[config.mk]
export PLATFORM = sky130hd
export DESIGN_NAME = lcd_display_arbiter_flat
export DESIGN_NICKNAME = d
export VERILOG_FILES = /design/src/rtl/lcd_pkg.sv /design/src/rtl/lcd_display_arbiter_if.sv /design/src/rtl/lcd_bus_writer.sv /design/src/rtl/lcd_display_arbiter.sv /design/src/flat_wrapper.sv
export SDC_FILE = /design/constraint.sdc
export NUM_CORES = 1
export LEC_CHECK = 0
export CAP_MARGIN = 20
export CORE_ASPECT_RATIO = 0.8
export CORE_MARGIN = 2
export CORE_UTILIZATION = 50
export CTS_CLUSTER_SIZE = 25
export DETAILED_ROUTE_END_ITERATION = 7
export HOLD_SLACK_MARGIN = 0.03
export PLACE_DENSITY = 0.86
export SLEW_MARGIN = 10
export SYNTH_ARGS = -nofsm -noshare
export SYNTH_HDL_FRONTEND = slang
export SYNTH_SLANG_ARGS = --single-unit
export TNS_END_PERCENT = 5
[constraint.sdc]
create_clock -name clock -period 2.3 [get_ports clock]
set_input_delay 0.345 -clock clock [delete_from_list [all_inputs] [get_ports clock]]
set_output_delay 0.345 -clock clock [all_outputs]
set_load 0.03 [all_outputs]
[src/rtl/lcd_pkg.sv]
// Shared constants, state encodings and small helpers for the character-LCD arbiter.
package lcd_pkg;

    localparam logic [7:0] LCD_CMD_FUNC_SET = 8'h38;
    localparam logic [7:0] LCD_CMD_DISP_ON  = 8'h0C;
    localparam logic [7:0] LCD_CMD_ENTRY    = 8'h06;
    localparam logic [7:0] LCD_CMD_CLEAR    = 8'h01;
    localparam logic [7:0] LCD_ADDR_LINE0   = 8'h80;
    localparam logic [7:0] LCD_ADDR_LINE1   = 8'hC0;
    localparam logic [7:0] LCD_CHAR_0       = 8'h30;
    localparam logic [7:0] LCD_CHAR_1       = 8'h31;

    typedef enum logic [2:0] {
        ST_INIT  = 3'd0,
        ST_IDLE  = 3'd1,
        ST_CLEAR = 3'd2,
        ST_ADDR  = 3'd3,
        ST_CHAR  = 3'd4,
        ST_FIN   = 3'd5
    } arb_state_e;

    typedef enum logic [1:0] {
        WR_IDLE  = 2'd0,
        WR_SETUP = 2'd1,
        WR_PULSE = 2'd2,
        WR_HOLD  = 2'd3
    } wr_phase_e;

    function automatic logic [7:0] init_cmd(input logic [1:0] idx);
        logic [7:0] cmd;
        case (idx)
            2'd0:    cmd = LCD_CMD_FUNC_SET;
            2'd1:    cmd = LCD_CMD_DISP_ON;
            2'd2:    cmd = LCD_CMD_ENTRY;
            default: cmd = LCD_CMD_CLEAR;
        endcase
        return cmd;
    endfunction

    function automatic logic [7:0] bit_char(input logic b);
        return b ? LCD_CHAR_1 : LCD_CHAR_0;
    endfunction

endpackage

[src/rtl/lcd_display_arbiter_if.sv]
// Requester handshake plus LCD pin bundle; slave = arbiter side, master = requesters/pins side.
interface lcd_display_arbiter_if #(
    parameter int NUM_REQ = 4
);
    logic [NUM_REQ-1:0]    req_valid;
    logic [NUM_REQ-1:0]    req_line;
    logic [16*NUM_REQ-1:0] req_value;
    logic [NUM_REQ-1:0]    grant;
    logic [NUM_REQ-1:0]    done;
    logic                  busy;
    logic                  enable;
    logic [7:0]            lcd_data;
    logic                  rs;
    logic                  rw;
    logic                  on;

    modport slave (
        input  req_valid, req_line, req_value,
        output grant, done, busy, enable, lcd_data, rs, rw, on
    );

    modport master (
        output req_valid, req_line, req_value,
        input  grant, done, busy, enable, lcd_data, rs, rw, on
    );
endinterface

[src/rtl/lcd_bus_writer.sv]
// SETUP / PULSE / HOLD timing engine for one LCD bus write; ready also rises in the
// last HOLD cycle so consecutive writes run back to back.
module lcd_bus_writer
    import lcd_pkg::*;
#(
    parameter int PULSE_CYCLES = 12,
    parameter int WAIT_CYCLES  = 2000,
    parameter int CLEAR_WAIT   = 80000
) (
    input  logic       clock,
    input  logic       reset,
    input  logic       start,
    input  logic [7:0] data,
    input  logic       rs_sel,
    input  logic       long_wait,
    output logic       ready,
    output logic       enable,
    output logic [7:0] lcd_data,
    output logic       rs
);

    localparam int MAX_CNT = (CLEAR_WAIT > PULSE_CYCLES) ? CLEAR_WAIT : PULSE_CYCLES;
    localparam int CNT_W   = $clog2(MAX_CNT + 1);

    wr_phase_e        phase_r, phase_n;
    logic [CNT_W-1:0] cnt_r, cnt_n;
    logic [7:0]       data_r, data_n;
    logic             rs_r, rs_n;
    logic             long_r, long_n;
    logic             enable_r, enable_n;

    assign ready    = (phase_r == WR_IDLE) || ((phase_r == WR_HOLD) && (cnt_r == CNT_W'(1)));
    assign enable   = enable_r;
    assign lcd_data = data_r;
    assign rs       = rs_r;

    // Phase sequencing and write latching.
    always_comb begin
        phase_n = phase_r;
        cnt_n   = cnt_r;
        data_n  = data_r;
        rs_n    = rs_r;
        long_n  = long_r;
        case (phase_r)
            WR_IDLE: begin
                if (start) begin
                    phase_n = WR_SETUP;
                    data_n  = data;
                    rs_n    = rs_sel;
                    long_n  = long_wait;
                end else begin
                    phase_n = WR_IDLE;
                end
            end
            WR_SETUP: begin
                phase_n = WR_PULSE;
                cnt_n   = CNT_W'(PULSE_CYCLES);
            end
            WR_PULSE: begin
                if (cnt_r == CNT_W'(1)) begin
                    phase_n = WR_HOLD;
                    cnt_n   = long_r ? CNT_W'(CLEAR_WAIT) : CNT_W'(WAIT_CYCLES);
                end else begin
                    cnt_n = cnt_r - CNT_W'(1);
                end
            end
            WR_HOLD: begin
                if (cnt_r == CNT_W'(1)) begin
                    if (start) begin
                        phase_n = WR_SETUP;
                        data_n  = data;
                        rs_n    = rs_sel;
                        long_n  = long_wait;
                    end else begin
                        phase_n = WR_IDLE;
                    end
                end else begin
                    cnt_n = cnt_r - CNT_W'(1);
                end
            end
            default: phase_n = WR_IDLE;
        endcase
        enable_n = (phase_n == WR_PULSE);
    end

    // Phase/counter state and registered bus pins.
    always_ff @(posedge clock) begin
        if (reset) begin
            phase_r  <= WR_IDLE;
            cnt_r    <= '0;
            data_r   <= 8'h00;
            rs_r     <= 1'b0;
            long_r   <= 1'b0;
            enable_r <= 1'b0;
        end else begin
            phase_r  <= phase_n;
            cnt_r    <= cnt_n;
            data_r   <= data_n;
            rs_r     <= rs_n;
            long_r   <= long_n;
            enable_r <= enable_n;
        end
    end

endmodule

[src/rtl/lcd_display_arbiter.sv]
// Round-robin arbiter that owns the HD44780 bus: power-up init, then renders each granted
// 16-bit value as '0'/'1' characters. Optional LCD_CLEAR_ON_LINE0_EN clears before line-0 text.
module lcd_display_arbiter
    import lcd_pkg::*;
#(
    parameter int NUM_REQ      = 4,
    parameter int PULSE_CYCLES = 12,
    parameter int WAIT_CYCLES  = 2000,
    parameter int CLEAR_WAIT   = 80000
) (
    input  logic                  clock,
    input  logic                  reset,
    lcd_display_arbiter_if.slave  arb
);

    localparam int IDX_W = $clog2(NUM_REQ);

    arb_state_e         state_r, state_n;
    logic [2:0]         init_idx_r, init_idx_n;
    logic [IDX_W-1:0]   ptr_r, ptr_n;
    logic [IDX_W-1:0]   owner_r, owner_n;
    logic [15:0]        value_r, value_n;
    logic               line_r, line_n;
    logic [3:0]         bit_cnt_r, bit_cnt_n;
    logic               char_done_r, char_done_n;
    logic [NUM_REQ-1:0] grant_r, grant_n;
    logic [NUM_REQ-1:0] done_r, done_n;
    logic               busy_r, busy_n;

    logic               found_s;
    logic [IDX_W-1:0]   pick_s;
    logic               wr_start_s, wr_rs_s, wr_long_s, wr_ready_s;
    logic [7:0]         wr_data_s;

    lcd_bus_writer #(
        .PULSE_CYCLES (PULSE_CYCLES),
        .WAIT_CYCLES  (WAIT_CYCLES),
        .CLEAR_WAIT   (CLEAR_WAIT)
    ) u_writer (
        .clock     (clock),
        .reset     (reset),
        .start     (wr_start_s),
        .data      (wr_data_s),
        .rs_sel    (wr_rs_s),
        .long_wait (wr_long_s),
        .ready     (wr_ready_s),
        .enable    (arb.enable),
        .lcd_data  (arb.lcd_data),
        .rs        (arb.rs)
    );

    assign arb.grant = grant_r;
    assign arb.done  = done_r;
    assign arb.busy  = busy_r;
    assign arb.rw    = 1'b0;
    assign arb.on    = 1'b1;

    // First asserted requester at or after the pointer, wrapping around.
    always_comb begin
        int idx;
        found_s = 1'b0;
        pick_s  = '0;
        idx     = 0;
        for (int k = 0; k < NUM_REQ; k++) begin
            idx = int'(ptr_r) + k;
            if (idx >= NUM_REQ) begin
                idx = idx - NUM_REQ;
            end else begin
                idx = idx;
            end
            if (!found_s && arb.req_valid[idx]) begin
                found_s = 1'b1;
                pick_s  = IDX_W'(idx);
            end else begin
                found_s = found_s;
            end
        end
    end

    // Next-state, write requests and registered-output next values.
    always_comb begin
        state_n     = state_r;
        init_idx_n  = init_idx_r;
        ptr_n       = ptr_r;
        owner_n     = owner_r;
        value_n     = value_r;
        line_n      = line_r;
        bit_cnt_n   = bit_cnt_r;
        char_done_n = char_done_r;
        grant_n     = '0;
        done_n      = '0;
        busy_n      = 1'b1;
        wr_start_s  = 1'b0;
        wr_data_s   = 8'h00;
        wr_rs_s     = 1'b0;
        wr_long_s   = 1'b0;
        case (state_r)
            ST_INIT: begin
                if (wr_ready_s) begin
                    if (init_idx_r < 3'd4) begin
                        wr_start_s = 1'b1;
                        wr_data_s  = init_cmd(init_idx_r[1:0]);
                        wr_long_s  = (init_idx_r == 3'd3);
                        init_idx_n = init_idx_r + 3'd1;
                    end else begin
                        state_n = ST_IDLE;
                        busy_n  = 1'b0;
                    end
                end else begin
                    state_n = ST_INIT;
                end
            end
            // FIN arbitrates too so a new grant can follow done immediately.
            ST_IDLE, ST_FIN: begin
                busy_n = 1'b0;
                if (found_s) begin
                    grant_n[pick_s] = 1'b1;
                    owner_n         = pick_s;
                    value_n         = arb.req_value[16*int'(pick_s) +: 16];
                    line_n          = arb.req_line[pick_s];
                    ptr_n           = (pick_s == IDX_W'(NUM_REQ - 1)) ? '0 : pick_s + IDX_W'(1);
                    busy_n          = 1'b1;
`ifdef LCD_CLEAR_ON_LINE0_EN
                    state_n         = arb.req_line[pick_s] ? ST_ADDR : ST_CLEAR;
`else
                    state_n         = ST_ADDR;
`endif
                end else begin
                    state_n = ST_IDLE;
                end
            end
`ifdef LCD_CLEAR_ON_LINE0_EN
            ST_CLEAR: begin
                if (wr_ready_s) begin
                    wr_start_s = 1'b1;
                    wr_data_s  = LCD_CMD_CLEAR;
                    wr_long_s  = 1'b1;
                    state_n    = ST_ADDR;
                end else begin
                    state_n = ST_CLEAR;
                end
            end
`endif
            ST_ADDR: begin
                if (wr_ready_s) begin
                    wr_start_s  = 1'b1;
                    wr_data_s   = line_r ? LCD_ADDR_LINE1 : LCD_ADDR_LINE0;
                    state_n     = ST_CHAR;
                    bit_cnt_n   = 4'd15;
                    char_done_n = 1'b0;
                end else begin
                    state_n = ST_ADDR;
                end
            end
            ST_CHAR: begin
                if (wr_ready_s) begin
                    if (!char_done_r) begin
                        wr_start_s = 1'b1;
                        wr_rs_s    = 1'b1;
                        wr_data_s  = bit_char(value_r[bit_cnt_r]);
                        if (bit_cnt_r == 4'd0) begin
                            char_done_n = 1'b1;
                        end else begin
                            bit_cnt_n = bit_cnt_r - 4'd1;
                        end
                    end else begin
                        state_n         = ST_FIN;
                        done_n[owner_r] = 1'b1;
                        busy_n          = 1'b0;
                    end
                end else begin
                    state_n = ST_CHAR;
                end
            end
            default: begin
                state_n    = ST_INIT;
                init_idx_n = 3'd0;
            end
        endcase
    end

    // FSM state, transaction context and registered handshake outputs.
    always_ff @(posedge clock) begin
        if (reset) begin
            state_r     <= ST_INIT;
            init_idx_r  <= 3'd0;
            ptr_r       <= '0;
            owner_r     <= '0;
            value_r     <= 16'h0000;
            line_r      <= 1'b0;
            bit_cnt_r   <= 4'd0;
            char_done_r <= 1'b0;
            grant_r     <= '0;
            done_r      <= '0;
            busy_r      <= 1'b1;
        end else begin
            state_r     <= state_n;
            init_idx_r  <= init_idx_n;
            ptr_r       <= ptr_n;
            owner_r     <= owner_n;
            value_r     <= value_n;
            line_r      <= line_n;
            bit_cnt_r   <= bit_cnt_n;
            char_done_r <= char_done_n;
            grant_r     <= grant_n;
            done_r      <= done_n;
            busy_r      <= busy_n;
        end
    end

endmodule

[src/flat_wrapper.sv]
// flat-port wrapper written by rule: the top's interface ports become plain ports
module lcd_display_arbiter_flat import lcd_pkg::*;
#(
    parameter int NUM_REQ      = 4,
    parameter int PULSE_CYCLES = 12,
    parameter int WAIT_CYCLES  = 2000,
    parameter int CLEAR_WAIT   = 80000
)
  (clock, reset, arb_req_valid, arb_req_line, arb_req_value, arb_grant, arb_done, arb_busy, arb_enable, arb_lcd_data, arb_rs, arb_rw, arb_on);
  lcd_display_arbiter_if #(.NUM_REQ(NUM_REQ)) arb_i ();
  input  logic clock;
  input  logic reset;
  input wire logic [$bits(arb_i.req_valid)-1:0] arb_req_valid;
  input wire logic [$bits(arb_i.req_line)-1:0] arb_req_line;
  input wire logic [$bits(arb_i.req_value)-1:0] arb_req_value;
  output wire logic [$bits(arb_i.grant)-1:0] arb_grant;
  output wire logic [$bits(arb_i.done)-1:0] arb_done;
  output wire logic [$bits(arb_i.busy)-1:0] arb_busy;
  output wire logic [$bits(arb_i.enable)-1:0] arb_enable;
  output wire logic [$bits(arb_i.lcd_data)-1:0] arb_lcd_data;
  output wire logic [$bits(arb_i.rs)-1:0] arb_rs;
  output wire logic [$bits(arb_i.rw)-1:0] arb_rw;
  output wire logic [$bits(arb_i.on)-1:0] arb_on;
  assign arb_i.req_valid = arb_req_valid;
  assign arb_i.req_line = arb_req_line;
  assign arb_i.req_value = arb_req_value;
  assign arb_grant = arb_i.grant;
  assign arb_done = arb_i.done;
  assign arb_busy = arb_i.busy;
  assign arb_enable = arb_i.enable;
  assign arb_lcd_data = arb_i.lcd_data;
  assign arb_rs = arb_i.rs;
  assign arb_rw = arb_i.rw;
  assign arb_on = arb_i.on;
  lcd_display_arbiter #(.NUM_REQ(NUM_REQ), .PULSE_CYCLES(PULSE_CYCLES), .WAIT_CYCLES(WAIT_CYCLES), .CLEAR_WAIT(CLEAR_WAIT)) u_core (.clock(clock), .reset(reset), .arb(arb_i));
endmodule
==> results of run 1 <==
-- cells by family after synthesis --
family	synth area share
simple gates	0.240
compound gates	0.276
flops	0.347
buf+inv	0.0585
fa+ha+maj	0.0371
mux	0.0396
other cells	0.00186
-- final timing paths --
path / startpoint / end / cells past startpoint
min: u_core.value_r[4] / u_core.value_r[4] / 1
max: u_core.u_writer.cnt_r[4] / u_core.bit_cnt_r[0] / 7
max reg2reg: u_core.u_writer.cnt_r[4] / u_core.bit_cnt_r[0] / 7
min reg2reg: u_core.value_r[4] / u_core.value_r[4] / 1
-- routing by layer --
layer	GRT usage	share of wire
met1	0.325	0.41
met2	0.441	0.48
met3	0.0567	0.088
met4	0.102	0.026
met5	0	0
-- state kept, by name (all words and copies together), names as in the netlist, 2 cells and up --
| register | count |
|---|---|
| u_core.ptr_r | 2 |
| u_core.u_writer.lcd_data | 7 |
| u_core.bit_cnt_r | 4 |
| u_core.owner_r | 2 |
| u_core.init_idx_r | 3 |
| u_core.u_writer.phase_r | 2 |
| u_core.value_r | 16 |
| u_core.arb.grant | 4 |
| u_core.u_writer.cnt_r | 17 |
| u_core.state_r | 3 |
| u_core.arb.done | 4 |
-- repair_timing --
item	in CTS	in global routing
setup endpoints to repair	0	20
gates resized for setup	0	4
setup buffers	0	2
-- layout make-up --
class / count / area share
Multi-Input combinational cell: 372 / 0.443
Sequential cell: 70 / 0.255
Tap cell: 108 / 0.0246
Inverter: 17 / 0.0116
Timing Repair Buffer: 127 / 0.220
Clock buffer: 11 / 0.0257
Clock inverter: 5 / 0.0194
-- stage by stage --
stage / worst slack [ps] / setup TNS (ps)
3_3_place_gp: 79.2 / 0
4_1_cts: 98.5 / 0
3_5_place_dp: -17.5 / -17.5
2_1_floorplan: 270 / 0
6_report: 118 / 0
5_1_grt: -35.2 / -35.2
-- layout by cell type, fill, tap and decap left out, types with 5 or more instances in the layout --
cell type	count
a32o_1	14
ha_1	12
a21bo_2	6
nand3_1	49
nand2_1	38
clkdlybuf4s50_1	92
dfxtp_1	70
clkbuf_8	10
nand4_1	9
a211oi_1	5
o21ai_0	38
nand2b_1	5
a21o_1	7
a21oi_1	30
o211ai_1	9
o22ai_1	11
nor3_1	18
o31ai_1	8
inv_1	16
nor2_1	22
mux2i_1	7
buf_4	33
or3_1	5
and2_1	6
-- critical path: stages (launching register included) --
cell and delay (ps):
dfxtp_1 400, nor4_4 380, and4_1 330, buf_4 220
a21o_1 240, buf_4 200, a21oi_1 70, a311oi_1 250
-- where the power goes --
group	internal [mW]	switching, mW
Clock	0.752	0.460
Combinational	1.46	1.82
Sequential	1.52	0.333
Total	3.73	2.61
==> flow_metrics.env, run 1 <==
export IMPL_synthTopCellsByCount="dfxtp_1 (70), nand3_1 (49), nand2_1 (38), o21ai_0 (38), clkbuf_1 (32)"
export IMPL_max_slew_margin_rel=0.660
export IMPL_final_cell_count_no_fill=710
export IMPL_synth_top_cell_by_area="dfxtp_1"
export IMPL_nets=683
export IMPL_pin_count=95
export IMPL_syn_nets=585
export IMPL_dieArea_um2=8830
export IMPL_cp_required_ps=2560
export IMPL_routed_wl_mm=11.6
export IMPL_setup_viol=0
export IMPL_worst_skew_pair_late_latency_ps=350
export IMPL_syn_to_final_growth_pct=35.8
export IMPL_grt_usage=0.261
export IMPL_worstSetupEndpointType="flip-flop"
export IMPL_crit_arrival_ps=2440
export IMPL_slew_violations=0
export IMPL_synth_cells=499
export IMPL_hold_violations=0
export IMPL_grt_pass1_wl_mm=18.7
export IMPL_drive_gt1_frac=0.125
export IMPL_async_reset_ff_frac=0
export IMPL_yosysUniqueCellTypes=69
export IMPL_vias=4316
export IMPL_initial_utilization=0.514
export IMPL_dpl_cell_area_um2=5200
export IMPL_yosysWarnings=0
export IMPL_dp_final_hpwl_mm=8.63
export IMPL_cap_viol_max_count=0
export IMPL_synth_top_area_share=0.347
export IMPL_tightest_slew_ps=510
export IMPL_fmax_mhz=458
export IMPL_synth_seq_area_share=0.347
export IMPL_startpoint_type="flip-flop"
export IMPL_grt_max_degree=23
export IMPL_total_leakage_power_nw=2.09
export IMPL_portBuffers=92
export IMPL_fin_skew_ps=8.12
export IMPL_netlist_area_um2=4040
export IMPL_cts_root_buf="clkbuf_8"
export IMPL_core_um2=7870
export IMPL_synth_seq_cells=70
export IMPL_cts_buffers=9
export IMPL_period_share=0.949
export IMPL_die_h_um=84.4
export IMPL_powerDensity_nw_per_um2=1150
export IMPL_synth_area_leaders="dfxtp_1 (35%), nand3_1 (6.1%), o21ai_0 (4.7%)"
export IMPL_rows=29
export IMPL_ff_latch_area_um2=1400
export IMPL_multi_input_area_um2=2430
export IMPL_irDropWorstVdd_mv=0.648
export IMPL_drc=0
export IMPL_fin_crit_ps=2180
export IMPL_drt_initial_drc_count=362
export IMPL_cp_max_fo=11
export IMPL_cts_tree="done"
export IMPL_dp_cells=692
export IMPL_antenna_found_initial=0
export IMPL_power_mw=6.34
export IMPL_reg2reg_slack_ps=120
export IMPL_diodes=0
export IMPL_wl_per_cell_um=16.4
export IMPL_clkTransAtPathRegs_ps=70
export IMPL_first_pass_iters=5
export IMPL_fill_cells=587
export IMPL_synth_edf_count=0
export IMPL_die_w_um=105
export IMPL_syn_avg_cell_area_um2=8.10
export IMPL_hp_class="flip-flop to flip-flop"
export IMPL_htreeDepth=3
export IMPL_synth_most_common_cell="dfxtp_1"
export IMPL_overflow=0
export IMPL_fin_util=0.697
export IMPL_viasPerCell=6.08
export IMPL_rsz0062_at_grt="yes"
export IMPL_gp_congestion=0.948
export IMPL_status="finished, final reports clean"
export IMPL_holdBufCountCts=0
export IMPL_yosys_most_used_dff="dfxtp_1"
export IMPL_clock_sinks=70
export IMPL_hold_slack_ps=469
export IMPL_drtAntennaViolNets=0
export IMPL_first_global_vias=4003
export IMPL_critPathKind="flip-flop to flip-flop"
export IMPL_final_area_um2=5490
export IMPL_clk_path_buf_depth=2
Note: power is estimated with default switching activity, not from simulation.
==> inputs of run 2 (changes only) <==
- PLACE_DENSITY: 0.86 -> 0.8
==> run 2 against run 1 <==
Effect of this change:
- clock power increased by 12%
- critical path type unchanged
- largest cell class unchanged
- register-to-register slack about the same
- hold slack improved by 2.5 ps
- non-clock buffer count decreased by 4
- sequential share of layout area about the same
- worst setup slack got worse by 4.5 ps
- largest power group unchanged
==> flow_metrics.env, run 2 (same netlist as run 1, synthesis figures left out) <==
export IMPL_slew_violations=0
export IMPL_cts_root_buf="clkbuf_8"
export IMPL_layout_common_cells="clkdlybuf4s50_1 (92), dfxtp_1 (70), nand3_1 (49)"
export IMPL_largest_register_ffs=17
export IMPL_cap_viol_max_count=0
export IMPL_viasPerCell=6.01
export IMPL_first_pass_iters=5
export IMPL_irDropWorstVdd_mv=0.714
export IMPL_worst_skew_pair_late_latency_ps=350
export IMPL_drc=0
export IMPL_die_w_um=105
export IMPL_wl_per_cell_um=15.9
export IMPL_max_slew_margin_rel=0.624
export IMPL_status="finished, final reports clean"
export IMPL_grt_max_degree=29
export IMPL_initial_utilization=0.514
export IMPL_rsz0062_at_grt="no"
export IMPL_clkTransAtPathRegs_ps=70
export IMPL_vias=4240
export IMPL_core_um2=7870
export IMPL_hold_path_depth=1
export IMPL_power_mw=6.39
export IMPL_drtAntennaViolNets=0
export IMPL_routed_wl_mm=11.2
export IMPL_cp_max_fo=4
export IMPL_powerDensity_nw_per_um2=1160
export IMPL_cts_setup_buffers=0
export IMPL_final_common_cell="clkdlybuf4s50_1"
export IMPL_grt_usage=0.255
export IMPL_fin_skew_ps=7.22
export IMPL_worst_slack_ps=113
export IMPL_portBuffers=92
export IMPL_critPathKind="flip-flop to flip-flop"
export IMPL_crit_arrival_ps=2450
export IMPL_top_register="u_core.u_writer.cnt_r"
export IMPL_pre_cts_ws_ps=2.59
export IMPL_dieArea_um2=8830
export IMPL_grt_pass1_wl_mm=18.5
export IMPL_first_global_vias=3871
export IMPL_clk_path_buf_depth=2
export IMPL_period_share=0.951
export IMPL_htreeDepth=3
export IMPL_hold_violations=0
export IMPL_fin_util=0.697
export IMPL_overflow=0
export IMPL_hp_class="flip-flop to flip-flop"
export IMPL_worstSetupEndpointType="flip-flop"
export IMPL_setup_viol=0
export IMPL_cts_buffers=9
export IMPL_fmax_mhz=457
export IMPL_gp_congestion=0.979
export IMPL_setup_tns_ps=0
export IMPL_worstRegToRegCells=5
export IMPL_clock_sinks=70
export IMPL_drt_initial_drc_count=270
export IMPL_fin_crit_ps=2190
export IMPL_tightest_slew_ps=564
export IMPL_dp_final_hpwl_mm=8.44
export IMPL_cp_required_ps=2570
export IMPL_nets=679
export IMPL_die_h_um=84.4
export IMPL_syn_to_final_growth_pct=35.6
export IMPL_pin_count=95
export IMPL_rows=29
export IMPL_total_leakage_power_nw=2.09
export IMPL_startpoint_type="flip-flop"
export IMPL_antenna_found_initial=0
export IMPL_holdBufCountCts=0
export IMPL_diodes=0
export IMPL_cts_tree="done"
export IMPL_drive_gt1_frac=0.120
## run 2: cell types whose count changed in the layout (fill, tap and decap cells not counted), sizes merged
| cell | before | now |
|---|---|---|
| clkinvlp | 1 | 0 |
| buf | 35 | 31 |
| bufinv | 3 | 4 |
## run 2: cell type report
class                   count  area (µm²)
fillers                   637        2390
multi-input cells         372        2410
well taps                 108         135
clock buffers              11         151
repair buffers            123        1190
flip-flops and latches     70        1400
clock inverters             5         129
inverters                  17        63.8
## run 2: stage by stage
stage / instances / hold slack (ps) / instance area, µm²
after floorplan: 499 / 436 / 4040
after global placement: 690 / 449 / 5200
after detailed placement: 690 / 460 / 5200
after CTS: 706 / 471 / 5480
after global routing: 706 / 486 / 5490
final: 706 / 471 / 5490
## run 2: final timing paths
path,start,to,slack [ps]
max,u_core.u_writer.cnt_r[9],u_core.arb.done[2],110
min,u_core.owner_r[1],u_core.arb.done[0],470
max reg2reg,u_core.u_writer.cnt_r[9],u_core.arb.done[2],110
min reg2reg,u_core.owner_r[1],u_core.arb.done[0],470
## run 2: worst max-delay path: stages, from the launching register on
cell and delay [ps]:
dfxtp_1 350, nor4_1 500, and4_1 390, a21oi_2 110, or4b_4 580, nor3_1 170
## run 2: repair_timing
item                       in CTS  in global routing
resized for setup               0                  2
hold endpoints to repair        0                  0
setup endpoints to repair       0                  7
## run 2: routing by layer
metal  up-vias  part of all wire  GRT usage
met1      1967              0.44      0.341
met3        23             0.070     0.0466
met2       196              0.47      0.431
met5         -                 0          0
li1       2054                 -          -
met4         0             0.016     0.0541
## run 2: report_power, final
part	switching, mW	leakage (nW)	internal [mW]
logic	1.80	1.38	1.43
registers	0.283	0.570	1.52
clock network	0.465	0.140	0.891
total	2.55	2.09	3.84
